File: config.mk
export PLATFORM = sky130hd
export DESIGN_NAME = lsu_stall
export DESIGN_NICKNAME = d
export VERILOG_FILES = /design/src/rtl/memory_pkg.sv /design/src/rtl/lsu_lane.sv /design/src/rtl/lsu_stall.sv
export SDC_FILE = /design/constraint.sdc
export NUM_CORES = 1
export LEC_CHECK = 0
export CAP_MARGIN = 5
export CORE_MARGIN = 2
export CORE_UTILIZATION = 45
export DETAILED_ROUTE_END_ITERATION = 6
export PLACE_DENSITY_LB_ADDON = 0.05
export SETUP_SLACK_MARGIN = 0.15
export SLEW_MARGIN = 20
export SYNTH_ARGS = -nofsm -noshare
export SYNTH_HDL_FRONTEND = slang
export SYNTH_SLANG_ARGS = --single-unit
File: constraint.sdc
create_clock -name clk_i -period 3.6 [get_ports clk_i]
set_input_delay 0.72 -clock clk_i [delete_from_list [all_inputs] [get_ports clk_i]]
set_output_delay 0.72 -clock clk_i [all_outputs]
set_load 0.05 [all_outputs]
File: src/rtl/memory_pkg.sv
// Data-memory geometry plus load/store size encodings and LSU types.
// Shared by lsu_stall and lsu_lane.
package memory_pkg;

  localparam int unsigned XLEN                = 32;
  localparam int unsigned DATA_MEM_SIZE_BYTES = 2048;
  localparam int unsigned DATA_MEM_SIZE_WORDS = DATA_MEM_SIZE_BYTES / 4;
  localparam logic [31:0] DATA_MEM_BASE       = 32'h0000_0000;

  localparam logic [2:0] LDST_B  = 3'd0;
  localparam logic [2:0] LDST_H  = 3'd1;
  localparam logic [2:0] LDST_W  = 3'd2;
  localparam logic [2:0] LDST_BU = 3'd4;
  localparam logic [2:0] LDST_HU = 3'd5;

  typedef enum logic {
    IDLE = 1'b0,
    BUSY = 1'b1
  } lsu_state_t;

  typedef struct packed {
    logic            we;
    logic [2:0]      size;
    logic [XLEN-1:0] wd;
  } lsu_req_t;

  // Undefined sizes behave as words, so they need word alignment too.
  function automatic logic ldst_misaligned(input logic [2:0] size, input logic [1:0] lo);
    logic mis;
    case (size)
      LDST_B, LDST_BU: mis = 1'b0;
      LDST_H, LDST_HU: mis = lo[0];
      default:         mis = (lo != 2'b00);
    endcase
    return mis;
  endfunction

endpackage

File: src/rtl/lsu_lane.sv
// Byte-lane steering for one direction: store replication/enables (LOAD=0)
// or load lane extraction with sign/zero extension (LOAD=1).
module lsu_lane
  import memory_pkg::*;
#(
  parameter bit LOAD = 1'b0
) (
  input  logic [2:0]      size,
  input  logic [1:0]      addr_lo,
  input  logic [XLEN-1:0] data_in,
  output logic [XLEN-1:0] data_out,
  output logic [3:0]      be
);

  logic [7:0]  byte_sel;
  logic [15:0] half_sel;

  // Lane pick for loads; address bits below the access size are ignored.
  always_comb begin
    byte_sel = data_in[7:0];
    case (addr_lo)
      2'd1:    byte_sel = data_in[15:8];
      2'd2:    byte_sel = data_in[23:16];
      2'd3:    byte_sel = data_in[31:24];
      default: byte_sel = data_in[7:0];
    endcase
    half_sel = addr_lo[1] ? data_in[31:16] : data_in[15:0];
  end

  always_comb begin
    be       = 4'b1111;
    data_out = data_in;
    case (size)
      LDST_B, LDST_BU: be = 4'b0001 << addr_lo;
      LDST_H, LDST_HU: be = addr_lo[1] ? 4'b1100 : 4'b0011;
      default:         be = 4'b1111;
    endcase
    if (LOAD) begin
      case (size)
        LDST_B:  data_out = {{24{byte_sel[7]}}, byte_sel};
        LDST_BU: data_out = {24'h0, byte_sel};
        LDST_H:  data_out = {{16{half_sel[15]}}, half_sel};
        LDST_HU: data_out = {16'h0, half_sel};
        default: data_out = data_in;
      endcase
    end else begin
      case (size)
        LDST_B, LDST_BU: data_out = {4{data_in[7:0]}};
        LDST_H, LDST_HU: data_out = {2{data_in[15:0]}};
        default:         data_out = data_in;
      endcase
    end
  end

endmodule

File: src/rtl/lsu_stall.sv
// Load-store unit: core byte/half/word accesses to word-addressed data memory,
// stalling the core until ready. Optional macro LSU_MISALIGN_TRAP_EN suppresses
// misaligned accesses and pulses misalign_o instead of forcing alignment.
module lsu_stall
  import memory_pkg::*;
#(
  parameter int unsigned       ADDR_W    = 32,
  parameter logic [ADDR_W-1:0] MEM_BASE  = ADDR_W'(DATA_MEM_BASE),
  parameter int unsigned       MEM_BYTES = DATA_MEM_SIZE_BYTES
) (
  input  logic              clk_i,
  input  logic              rst_ni,
  input  logic              core_req_i,
  input  logic              core_we_i,
  input  logic [2:0]        core_size_i,
  input  logic [ADDR_W-1:0] core_addr_i,
  input  logic [XLEN-1:0]   core_wd_i,
  output logic [XLEN-1:0]   core_rd_o,
  output logic              core_stall_o,
  output logic              misalign_o,
  output logic              mem_req_o,
  output logic              mem_we_o,
  output logic [3:0]        mem_be_o,
  output logic [ADDR_W-1:0] mem_addr_o,
  output logic [XLEN-1:0]   mem_wd_o,
  input  logic [XLEN-1:0]   mem_rd_i,
  input  logic              mem_ready_i
);

  localparam int unsigned CMP_W = ADDR_W + 1;
  localparam logic [CMP_W-1:0] WIN_BYTES = CMP_W'(MEM_BYTES);

  lsu_state_t        state_q, state_d;
  lsu_req_t          req_q, cur;
  logic [ADDR_W-1:0] req_addr_q, cur_addr;
  logic [XLEN-1:0]   rd_q;

  logic              busy, active, misal, supp, done;
  logic [CMP_W-1:0]  offset;
  logic [3:0]        fwd_be, rev_be_unused;
  logic [XLEN-1:0]   fwd_wd, rev_rd, load_res;

  // Current access: live core inputs on the request cycle, registers while busy.
  always_comb begin
    busy     = (state_q == BUSY);
    active   = busy | core_req_i;
    cur_addr = busy ? req_addr_q : core_addr_i;
    cur.we   = busy ? req_q.we   : core_we_i;
    cur.size = busy ? req_q.size : core_size_i;
    cur.wd   = busy ? req_q.wd   : core_wd_i;
  end

  // Window check via subtraction: a borrow into the top bit means below base.
  always_comb begin
    offset = {1'b0, cur_addr} - {1'b0, MEM_BASE};
`ifdef LSU_MISALIGN_TRAP_EN
    misal  = ldst_misaligned(cur.size, cur_addr[1:0]);
`else
    misal  = 1'b0;
`endif
    supp     = offset[ADDR_W] | (offset >= WIN_BYTES) | misal;
    done     = busy & (mem_ready_i | supp);
    load_res = supp ? '0 : rev_rd;
  end

  lsu_lane #(.LOAD(1'b0)) u_lane_st (
    .size     (cur.size),
    .addr_lo  (cur_addr[1:0]),
    .data_in  (cur.wd),
    .data_out (fwd_wd),
    .be       (fwd_be)
  );

  lsu_lane #(.LOAD(1'b1)) u_lane_ld (
    .size     (req_q.size),
    .addr_lo  (req_addr_q[1:0]),
    .data_in  (mem_rd_i),
    .data_out (rev_rd),
    .be       (rev_be_unused)
  );

  always_ff @(posedge clk_i or negedge rst_ni) begin
    if (!rst_ni) begin
      state_q <= IDLE;
    end else begin
      state_q <= state_d;
    end
  end

  always_comb begin
    state_d = state_q;
    case (state_q)
      IDLE:    if (core_req_i) state_d = BUSY;
      BUSY:    if (done)       state_d = IDLE;
      default: state_d = IDLE;
    endcase
  end

  always_comb begin
    mem_req_o    = 1'b0;
    mem_we_o     = 1'b0;
    mem_be_o     = 4'b0000;
    mem_addr_o   = '0;
    mem_wd_o     = '0;
    core_stall_o = core_req_i & ~done;
    core_rd_o    = rd_q;
    misalign_o   = 1'b0;
    if (active && !supp) begin
      mem_req_o  = 1'b1;
      mem_we_o   = cur.we;
      mem_be_o   = fwd_be;
      mem_addr_o = {cur_addr[ADDR_W-1:2], 2'b00};
      mem_wd_o   = fwd_wd;
    end
    if (done && !req_q.we) begin
      core_rd_o = load_res;
    end
`ifdef LSU_MISALIGN_TRAP_EN
    misalign_o = done & misal;
`endif
  end

  // Request capture on acceptance; load result held until the next load.
  always_ff @(posedge clk_i or negedge rst_ni) begin
    if (!rst_ni) begin
      req_addr_q <= '0;
      req_q      <= '0;
      rd_q       <= '0;
    end else begin
      if (state_q == IDLE && core_req_i) begin
        req_addr_q <= core_addr_i;
        req_q      <= cur;
      end
      if (done && !req_q.we) begin
        rd_q <= load_res;
      end
    end
  end

endmodule

Yosys cells after proc, flatten, opt, wreduce, memory -nomap -nowiden. Index checks and enable logic that the tools add are counted.

Output and inout bits: 104. Register bits: 101. Word-level logic and storage cells: 52. Input port bits: 104.

Magnitude comparators: 1. Equality and inequality tests: 9. Shift operators: 1. Muxes and demuxes: 20. Bitwise gates (word level): 6. Reductions and logical operators: 9.

Operators with widths (number): $mux W32 (6); $pmux W32 S4 (1); $pmux W32 S2 (1); $ge A32 B12 Y1 const B (1); $pmux W8 S3 (1); $mux W16 (1); $eq A3 B3 Y1 const B (4); $mux W4 (2); $pmux W4 S2 (1); $eq A3 B1 Y1 const B (2); $logic_not A3 Y1 (2); $mux W1 (5); $eq A2 B2 Y1 const B (2); $reduce_or A2 Y1 (2); $shl A1 B2 Y4 const A (1); $logic_and A1 B1 Y1 (3); $mux W3 (1); $and A1 B1 Y1 (2); $eq A2 B1 Y1 const B (1); $logic_not A1 Y1 (2); $not A1 Y1 (2); $or A1 B1 Y1 (2); $pmux W1 S2 (1).

Depth between registers and ports, before layout.
Word-level depth: 6. Gate-level depth with buffers: 8.

By module. From an unflattened synthesis, not the netlist that was laid out.

Cell total of the unflattened synthesis: 676. Area, all modules: 7130.6 µm².

Modules (own cells, without submodules): lsu_stall (seq. area each 2527.4 µm², cells an instance 485, area an instance 5604.1 µm², instances 1); lsu_lane (u_lane_ld) (seq. area each 0.0 µm², cells an instance 131, area an instance 994.7 µm², instances 1); lsu_lane (u_lane_st) (seq. area each 0.0 µm², cells an instance 60, area an instance 531.8 µm², instances 1).

Worst setup path after synthesis. Ideal clock, no wire load.

Path type: in2out. Start point: in core_addr_i[17]. End point: out mem_wd_o[26]. Required time: 2.880 ns. Stages on the path: 7. Slack: -0.390 ns. Buffers on the path: 2. Arrival: 3.270 ns. Cells stage by stage: nor4_1 -> nand2_1 -> a222oi_1 -> o21ai_1 -> buf_2 -> buf_2 -> a211oi_1.

Cells in the longest elaborated chain, start to end: 5.

RTL lines: start, declared (line lsu_stall.sv:16) `input logic [ADDR_W-1:0] core_addr_i,`; $mux W32 (line lsu_stall.sv:47) `cur_addr = busy ? req_addr_q : core_addr_i;`; $ge A32 B12 Y1 (line lsu_stall.sv:61) `supp = offset[ADDR_W] | (offset >= WIN_BYTES) | misal;`; $logic_not A1 Y1 (line lsu_stall.sv:108) `if (active && !supp) begin`; $logic_and A1 B1 Y1 (line lsu_stall.sv:108); $mux W32 (line lsu_stall.sv:108); end, declared (line lsu_stall.sv:25) `output logic [XLEN-1:0] mem_wd_o,`.

Every way passes these cells.

Worst setup path in the final report.
Start point: in core_addr_i[25]. End point: out core_rd_o[11].

Cells in the longest elaborated chain, start to end: 6. Elaborated cells on any way between the ends: 7.

RTL lines: $mux W32 * (line lsu_stall.sv:47); $ge A32 B12 Y1 * (line lsu_stall.sv:61); $or A1 B1 Y1 (line lsu_stall.sv:62) `done = busy & (mem_ready_i | supp);`; $and A1 B1 Y1 (line lsu_stall.sv:62); $logic_and A1 B1 Y1 (line lsu_stall.sv:115) `if (done && !req_q.we) begin`; $mux W32 * (line lsu_stall.sv:115); end, declared (line lsu_stall.sv:18) `output logic [XLEN-1:0] core_rd_o,`.

Every way passes the cells marked *; elsewhere a longest branch is shown, timed or not.

==> flow_summary.ini <==
[drt]
routedWlPerCell_um = 19.2
ant_nets = 0
vias = 5071
drt_pass1_iterations = 5
via_per_inst = 5.48
wl_mm = 17.8
post-route-drc-count = 0
drtIter0Drc = 343

[power_and_ir_drop]
powerDensity_nw_per_um2 = 343
leakage_nw = 3.98
ir_drop_uv = 244

[floorplanning]
coreArea_um2 = 12500
initial_core_util_pct = 45.7
row_count = 41
dieArea_um2 = 13600
pin_count = 208
die_w_um = 117
fp.dieH_um = 117

[synthesis]
synthAdderAreaFrac_pct = 0
synth-xor-area-share_pct = 0
synth_top_family_by_area = multiplexers
synthMuxAreaShare_pct = 21.9
synth_sequential_area_ratio_pct = 44.4
synth_top_cell_by_area = dfrtp_1
synth.distinct_cells = 37
yosysMostFrequentCell = dfrtp_1
ys_warn_count = 0
avgSynthCellArea_um2 = 10.3
netlist.area_leader.share_pct = 44.4
synth_compound_area_share_pct = 16.0
synth-main-ff-cell = dfrtp_1
ys_async_sr_fraction_pct = 100
synth-simple-area-share_pct = 11.5
synth_common_cells = dfrtp_1 (101), mux2_2 (83), nor2_1 (41), nor2b_1 (35), mux2i_1 (31)
syn-instance-count = 551
synth_edf_count = 0
ys_ff_latch = 101
synth_area_um2 = 5700
synth_area_leaders = dfrtp_1 (44%), mux2_2 (16%), mux2i_1 (5.4%)

[clock_tree]
numCtsBuffers = 9
clk_latency_ns = 0.36
cts_root_buf = clkbuf_16
cts_tree = done
clk_path_buf_depth = 2
clk_pin_slew_worst_paths_ns = 0.08
cts.sinks = 101
cts-htree-levels = 3

[global_route]
met1_usage_pct = 33.2
grt_pass1_vias = 5310
met2_usage_pct = 45.9
track_usage_pct = 27.0
grt_max_degree = 102
grt_use_met3_pct = 7.06
overflow = 0
antenna_found_initial = 0
busiest_layer = met2
grt_first_pass_wirelength_mm = 28.1

[cells_and_area]
finish.instance_area_um2 = 9790
areaGrowthSynthToFinish_pct = 71.9
final_nets = 852
drive_gt1_share_pct = 41.6
final_cells = 925
fin_util_pct = 78.6
diodes = 0

[critical_path]
required_ns = 2.88
crit_path_start_kind = input pin
crit_path_top_delay_cell = a222oi_1
critPathKind = input pin to primary output
critPathArrivalTime_ns = 2.66
critPathMaxStageDelay_ns = 0.34
rrSetupSlack_ns = 1.11
crit_path_max_fanout = 8
cp_cell_sequence = dlygate4sd2_1, nor4_2, nand2_1, a222oi_1, buf_4, buf_4, and2_1, buf_4, a22o_1, buf_12
crit_top_cell = buf_4
endpoint_kind = primary output

[placement]
place_area_um2 = 9030
numPortBuffers = 183
placed_cells = 903
place_ws_ns = -0.138
hpwl_mm = 12.8
routabilityCongestion = 0.880

[sta]
tightest_slew_ns = 0.739
worst_slack_ns = 0.220
setup_viol = 0
holdWs_ns = 0.369
layout_min_cycle_time_ns = 3.38
fin_crit_sh_pct = 93.9
maxSlewViolCount = 0
fmax_ghz = 0.296
slew_headroom_pct = 50.8
finalHoldViolCount = 0
skew_ns = 0.00929
grt_setup_unrepaired = true

[hold_path]
hold_class = input pin to asynchronous set/reset pin

[outcome]
status = finished clean

[job]
drv_cap = 0
==> layer usage <==
| metal | part of all wire [%] | up-vias |
|---|---|---|
| met5 | 0 | - |
| met4 | 2.2 | 0 |
| met3 | 7.7 | 30 |
| met2 | 51 | 210 |
| met1 | 39 | 2501 |
| li1 | - | 2330 |
==> critical path, delay by kind of cell <==
family	cells	cell delay (ns)
AND/OR/NAND/NOR	3	0.47
AO/OA/AOI/OAI	2	0.55
buffers and inverters	5	0.91
==> report_power, final <==
part	total, mW	switching, mW	leakage, nW	internal [mW]
registers	1.36	0.0936	1.25	1.27
logic	0.999	0.553	2.58	0.446
clock network	1.00	0.506	0.149	0.497
total	3.36	1.15	3.98	2.21
==> placed cells by master (no fill, tap or decap), drive strengths merged, types with 16 or more instances in the layout <==
cell type / instances
a211oi: 26
a21oi: 28
buf: 127
clkdlybuf4s50: 81
conb: 24
dfrtp: 101
mux2: 83
mux2i: 31
nand2: 25
nor2: 41
nor2b: 35
o21ai: 21
o22ai: 16
o2bb2ai: 16
==> timing repair <==
| action | CTS | global route |
|---|---|---|
| resized for setup | 60 | 31 |
| pin swaps | 10 | 14 |
| setup endpoints to repair | 79 | 77 |
| cloned | 1 | 0 |
| hold buffers | 0 | 0 |
| hold endpoints to repair | 0 | 0 |
| buffers inserted | 2 | 3 |
==> sequential cells by signal, indices dropped and copies added, names as in the netlist <==
signal	flops
req_addr_q	32
busy	1
req_q	36
rd_q	32
==> worst paths after layout <==
path,startpoint,endpoint,depth (start not counted)
max reg2reg,busy$_DFF_PN0_,req_q[30]$_DFFE_PN0P_,5
min reg2reg,req_q[6]$_DFFE_PN0P_,req_q[6]$_DFFE_PN0P_,1
max,core_addr_i[25],core_rd_o[11],10
max in group asynchronous,rst_ni,rd_q[15]$_DFF_PN0_,2
min,rst_ni,rd_q[8]$_DFF_PN0_,2
min in group clk_i,req_q[6]$_DFFE_PN0P_,req_q[6]$_DFFE_PN0P_,1
==> stage by stage <==
| stage | setup TNS (ns) | power (mW) |
|---|---|---|
| 4_1_cts | 0 | 3.35 |
| 6_report | 0 | 3.36 |
| 2_1_floorplan | -2.32 | 1.96 |
| 5_1_grt | 0 | 3.51 |
| 3_5_place_dp | -2.46 | 2.33 |
| 3_3_place_gp | -0.249 | 2.30 |
==> cell type report <==
cell class                 instances  area (um^2)
timing repair buffer             230         3080
fill                             755         2670
clock inverter                     7         76.3
sequential                       101         2530
multi-input combinational        404         3660
inverter                           2         7.51
clock buffer                       9          225
tap                              172          215
==> cell families (layout without fill, tap and decap cells) <==
kind of cell	after synthesis	in the layout
other cells	1	24
buf+inv	69	248
mux	114	114
flops	101	101
compound gates	135	135
simple gates	131	131
(Power assumes the default switching activity.)
